==> config.mk <==
export PLATFORM = sky130hd
export DESIGN_NAME = rr_arbiter_flat
export DESIGN_NICKNAME = d
export VERILOG_FILES = /design/src/rtl/rr_arbiter_if.sv /design/src/rtl/rr_arbiter.sv /design/src/flat_wrapper.sv
export SDC_FILE = /design/constraint.sdc
export NUM_CORES = 1
export LEC_CHECK = 0
export ABC_AREA = 1
export BUFFER_PORTS_ARGS = -buffer_cell sky130_fd_sc_hd__buf_2
export CAP_MARGIN = 10
export CORE_UTILIZATION = 44
export CTS_CLUSTER_DIAMETER = 200
export DETAILED_ROUTE_END_ITERATION = 8
export GPL_TIMING_DRIVEN = 0
export PLACE_DENSITY = 0.69
export SETUP_SLACK_MARGIN = 0.2
export SLEW_MARGIN = 20
export SYNTH_ARGS = -nofsm -noshare
export SYNTH_HDL_FRONTEND = slang
export SYNTH_SLANG_ARGS = --single-unit
export TNS_END_PERCENT = 5
==> constraint.sdc <==
create_clock -name clk -period 1.09 [get_ports clk]
set_clock_uncertainty 0.1 [all_clocks]
set_input_delay 0.218 -clock clk [delete_from_list [all_inputs] [get_ports clk]]
set_output_delay 0.218 -clock clk [all_outputs]
set_load 0.01 [all_outputs]
==> src/rtl/rr_arbiter_if.sv <==
// Request/grant bundle between a set of requesters and the round-robin arbiter.
// The requester side drives request/acknowledge; the arbiter drives the grant outputs.
interface rr_arbiter_if #(
    parameter int PORTS = 4
);
    localparam int IDX_W = $clog2(PORTS);

    logic [PORTS-1:0] request;
    logic [PORTS-1:0] acknowledge;
    logic [PORTS-1:0] grant;
    logic             grant_valid;
    logic [IDX_W-1:0] grant_encoded;

    modport master (
        output request,
        output acknowledge,
        input  grant,
        input  grant_valid,
        input  grant_encoded
    );

    modport slave (
        input  request,
        input  acknowledge,
        output grant,
        output grant_valid,
        output grant_encoded
    );
endinterface

==> src/rtl/rr_arbiter.sv <==
// Registered round-robin arbiter with optional grant holding.
// A mask of strictly-lower-priority ports (relative to the last grant) gives
// rotation; when no masked port requests, the plain priority search wraps around.
module rr_arbiter #(
    parameter int    PORTS         = 4,
    parameter bit    ARB_BLOCK     = 1'b1,
    parameter bit    ARB_BLOCK_ACK = 1'b1,
    parameter string LSB_PRIORITY  = "LOW"
) (
    input  logic         clk,
    input  logic         rst_n,
    rr_arbiter_if.slave  arb
);
    localparam int IDX_W      = $clog2(PORTS);
    localparam bit HIGH_FIRST = (LSB_PRIORITY == "HIGH");

    logic [PORTS-1:0] grant_q, grant_d;
    logic [PORTS-1:0] mask_q, mask_d;
    logic             valid_q, valid_d;
    logic [IDX_W-1:0] enc_q, enc_d;

    // Index of the highest-priority set bit; caller guarantees v is non-zero.
    function automatic logic [IDX_W-1:0] pick_idx(input logic [PORTS-1:0] v);
        logic [IDX_W-1:0] r;
        r = '0;
        if (HIGH_FIRST) begin
            for (int i = PORTS - 1; i >= 0; i--)
                if (v[i]) r = i[IDX_W-1:0];
        end else begin
            for (int i = 0; i < PORTS; i++)
                if (v[i]) r = i[IDX_W-1:0];
        end
        return r;
    endfunction

    // Set of ports with strictly lower priority than port g.
    function automatic logic [PORTS-1:0] lower_than(input logic [IDX_W-1:0] g);
        logic [PORTS-1:0] m;
        for (int i = 0; i < PORTS; i++)
            m[i] = HIGH_FIRST ? (i > int'(g)) : (i < int'(g));
        return m;
    endfunction

    logic             release_c;
    logic             hold_c;
    logic [PORTS-1:0] masked_c;
    logic [IDX_W-1:0] idx_c;

    // Release detection and hold decision for the current grant.
    always_comb begin
        release_c = 1'b0;
        if (ARB_BLOCK_ACK)
            release_c = |(arb.acknowledge & grant_q);
        else
            release_c = ~|(arb.request & grant_q);
        hold_c   = ARB_BLOCK && valid_q && !release_c;
        masked_c = arb.request & mask_q;
        idx_c    = (|masked_c) ? pick_idx(masked_c) : pick_idx(arb.request);
    end

    // Next grant/mask: keep while held, otherwise arbitrate in the same cycle.
    always_comb begin
        grant_d = grant_q;
        valid_d = valid_q;
        enc_d   = enc_q;
        mask_d  = mask_q;
        if (!hold_c) begin
            if (|arb.request) begin
                grant_d        = '0;
                grant_d[idx_c] = 1'b1;
                valid_d        = 1'b1;
                enc_d          = idx_c;
                mask_d         = lower_than(idx_c);
            end else begin
                grant_d = '0;
                valid_d = 1'b0;
                enc_d   = '0;
            end
        end
    end

    // Grant and mask registers; reset clears the grant and opens the full mask.
    always_ff @(posedge clk or negedge rst_n) begin
        if (!rst_n) begin
            grant_q <= '0;
            valid_q <= 1'b0;
            enc_q   <= '0;
            mask_q  <= '1;
        end else begin
            grant_q <= grant_d;
            valid_q <= valid_d;
            enc_q   <= enc_d;
            mask_q  <= mask_d;
        end
    end

    assign arb.grant         = grant_q;
    assign arb.grant_valid   = valid_q;
    assign arb.grant_encoded = enc_q;
endmodule

==> src/flat_wrapper.sv <==
// flat-port wrapper written by rule: the top's interface ports become plain ports
module rr_arbiter_flat 
#(
    parameter int    PORTS         = 4,
    parameter bit    ARB_BLOCK     = 1'b1,
    parameter bit    ARB_BLOCK_ACK = 1'b1,
    parameter string LSB_PRIORITY  = "   "
)
  (clk, rst_n, arb_request, arb_acknowledge, arb_grant, arb_grant_valid, arb_grant_encoded);
  rr_arbiter_if #(.PORTS(PORTS)) arb_i ();
  input  logic clk;
  input  logic rst_n;
  input wire logic [$bits(arb_i.request)-1:0] arb_request;
  input wire logic [$bits(arb_i.acknowledge)-1:0] arb_acknowledge;
  output wire logic [$bits(arb_i.grant)-1:0] arb_grant;
  output wire logic [$bits(arb_i.grant_valid)-1:0] arb_grant_valid;
  output wire logic [$bits(arb_i.grant_encoded)-1:0] arb_grant_encoded;
  assign arb_i.request = arb_request;
  assign arb_i.acknowledge = arb_acknowledge;
  assign arb_grant = arb_i.grant;
  assign arb_grant_valid = arb_i.grant_valid;
  assign arb_grant_encoded = arb_i.grant_encoded;
  rr_arbiter #(.PORTS(PORTS), .ARB_BLOCK(ARB_BLOCK), .ARB_BLOCK_ACK(ARB_BLOCK_ACK), .LSB_PRIORITY(LSB_PRIORITY)) u_core (.clk(clk), .rst_n(rst_n), .arb(arb_i));
endmodule
==> results.cfg <==
[status]
outcome = finished, violations left
violations = negative setup slack

[pwr]
power_density_nw_per_um2 = 2437
netSwitchingFraction_pct = 42.28
intPower_mw = 1.074
p_leak_nw = 0.4238
peakVddDrop_mv = 1.070
power_switching_mw = 0.7865
pwr-share-comb_pct = 48.4
power_frac_seq_pct = 36.9
clockPowerShare_pct = 14.8

[sta]
max_clock_freq_mhz = 789.5
whs_ns = 0.1115
period_share_pct = 116.2
hold_viol_final = 0
setup_ws_ns = -0.1767
max-slew-margin-rel_pct = 82.28
post-route-min-period_ns = 1.267
maxSlewViolCount = 0
setup_violations = 15
rsz0062_at_grt = yes
worst_pin_slew_ns = 0.2643

[synthesis]
synth_area_leaders = dfrtp_1, nand2_1, dfstp_2
synthTopCellsByCount = nand2_1, nand2_2, dfrtp_1
synthesis.area_um2 = 613.1
yosysUniqueCellTypes = 15
syn_inst = 76
yosysTopAreaCell = dfrtp_1
synthFlopType = dfrtp_1
netlist.area_leader.share_pct = 28.57
synth_area_per_cell_um2 = 8.067
synth_edf_count = 0
ys_seq_elements = 11
synth_seq_area_share_pct = 45.71
synth_warnings = 0
ys_async_sr_fraction_pct = 100.0
synth.most_common_cell = nand2_1
synthesis.nets = 86

[detailed_routing]
post-route-drc-count = 0
wl_um = 1065
ant_nets = 0
num_vias = 518
drt-pass1-iter-count = 4
avgRoutedWirePerCell_um = 9.509
via_per_inst = 4.625
drt_iter0_drc = 3

[critical_path]
crit_path_max_fanout = 6
endpoint_kind = flop
critPathKind = flop to flop
cp-startpoint = u_core.mask_q[0]
worstPathRequired_ns = 1.19
critPathLaunchType = flop
worstPathArrival_ns = 1.36
r2r_start = u_core.mask_q[0]

[flow_run]
maxCapViolations = 0

[placement]
postPlaceCellArea_um2 = 714.4
place_hpwl_um = 797.8
io_buffers = 16
gp_congestion = 0.8039

[floorplan]
io_pins = 17
coreArea_um2 = 1301
die_width_um = 39.33
start_util_pct = 47.12
die_area_um2 = 1547
die_y_um = 39.33
std_cell_rows = 13

[grt]
track_usage_pct = 14.96
grt_start_max_net_pins = 12
overflow = 0
grt_pass1_vias = 418
grt_pass1_wl_um = 1614
antenna_found_initial = 0

[clock_network]
cts_buffers = 3
htreeDepth = 1
cts_sinks = 11
cts_tree = done
clk_latency_ns = 0.26
cts_setup_buffers = 0
cts.clk_slew.worst_paths_ns = 0.07
cts_root_buf = clkbuf_4
cts_buffer_depth = 2

[finish]
nNetsFinal = 108
syn2layout_area_growth_pct = 24.49
fill_cells = 127
final_util_pct = 58.65
antenna_cells = 0
drive_above_1_share_pct = 54.64
final_area_um2 = 763.2

[worst_hold_path]
hp-class = input pin to flop
holdCritStartpoint = arb_request[0]
==> routing by layer <==
metal / global-route usage (%) / up-vias / wire length (µm)
met5: 0 / - / 0
met4: 2.586 / 0 / 0
met3: 1.705 / 0 / 35
met2: 25.83 / 11 / 533
met1: 20.22 / 233 / 496
li1: - / 274 / -
==> kinds of logic (layout without fill, tap and decap cells) <==
logic type | Yosys count | after routing | synth area share, %
AND/OR/NAND/NOR | 52 | 52 | 43.88
AO/OA/AOI/OAI | 3 | 3 | 4.286
buffers and inverters | 10 | 31 | 6.121
flip-flops | 11 | 11 | 45.71
==> registers in the layout, indices dropped and copies added (netlist names) <==
register / flops
u_core.arb.grant: 4
u_core.mask_q: 4
u_core.arb.grant_encoded: 2
u_core.arb.grant_valid: 1
==> worst max-delay path, cell delays in order (launching register included) <==
cell and delay (ns):
dfstp_2 0.54, nand2_2 0.06, inv_2 0.05, nand2_2 0.04, nand2_2 0.07, nand2_2 0.06
nand2_4 0.11, nand2_2 0.05, nand2_1 0.05, nand2_1 0.05
==> power by group through the flow <==
stage / clock network [mW] / logic, mW / registers, mW
after floorplan: 0 / 0.623 / 0.725
after global placement: 0 / 0.874 / 0.686
after detailed placement: 0 / 0.878 / 0.692
after CTS: 0.283 / 0.886 / 0.685
after global routing: 0.295 / 1.03 / 0.697
final: 0.274 / 0.900 / 0.686
==> worst paths after layout <==
path,to,slack (ns),cells after the start
max in group asynchronous,u_core.mask_q[1],0.36,2
min in group asynchronous,u_core.arb.grant_valid,0.26,2
min,u_core.arb.grant_valid,0.11,3
min reg2reg,u_core.mask_q[3],0.35,2
max reg2reg,u_core.mask_q[0],-0.18,9
max,u_core.mask_q[0],-0.18,9
==> stage by stage <==
| step | total power, mW | setup TNS (ns) | setup slack, ns | instances |
|---|---|---|---|---|
| 3_3_place_gp | 1.560 | -0.9880 | -0.1431 | 107 |
| 5_1_grt | 2.019 | -2.340 | -0.2719 | 112 |
| 4_1_cts | 1.854 | -1.280 | -0.1581 | 112 |
| 6_report | 1.860 | -1.327 | -0.1767 | 112 |
| 3_5_place_dp | 1.571 | -1.038 | -0.1512 | 107 |
| 2_1_floorplan | 1.348 | -0.4252 | -0.07938 | 76 |
==> area by class of cell <==
class | count | area [µm²] | share of cell area (%)
well taps | 15 | 18.77 | 2.459
multi-input cells | 55 | 310.3 | 40.66
repair buffers | 17 | 90.09 | 11.80
clock buffers | 4 | 26.28 | 3.443
flip-flops and latches | 11 | 280.3 | 36.72
inverters | 10 | 37.54 | 4.918
==> cells in the final DEF, fill, tap and decap left out, drive strengths merged <==
master,instances
inv,10
dlygate4sd3,1
dfrtp,7
nand2,40
nand3,4
dfstp,4
nor2,6
buf,16
nor3,1
clkbuf,4
nand4,1
o21ai,3
==> what timing repair did <==
action,4_1_cts,5_1_grt
pin swaps,3,5
endpoints found under the hold margin,11,0
setup endpoints to repair,18,18
gates resized for setup,0,5
hold buffers,1,0
cloned,0,0
No activity file was read; power rests on OpenSTA's default activity.
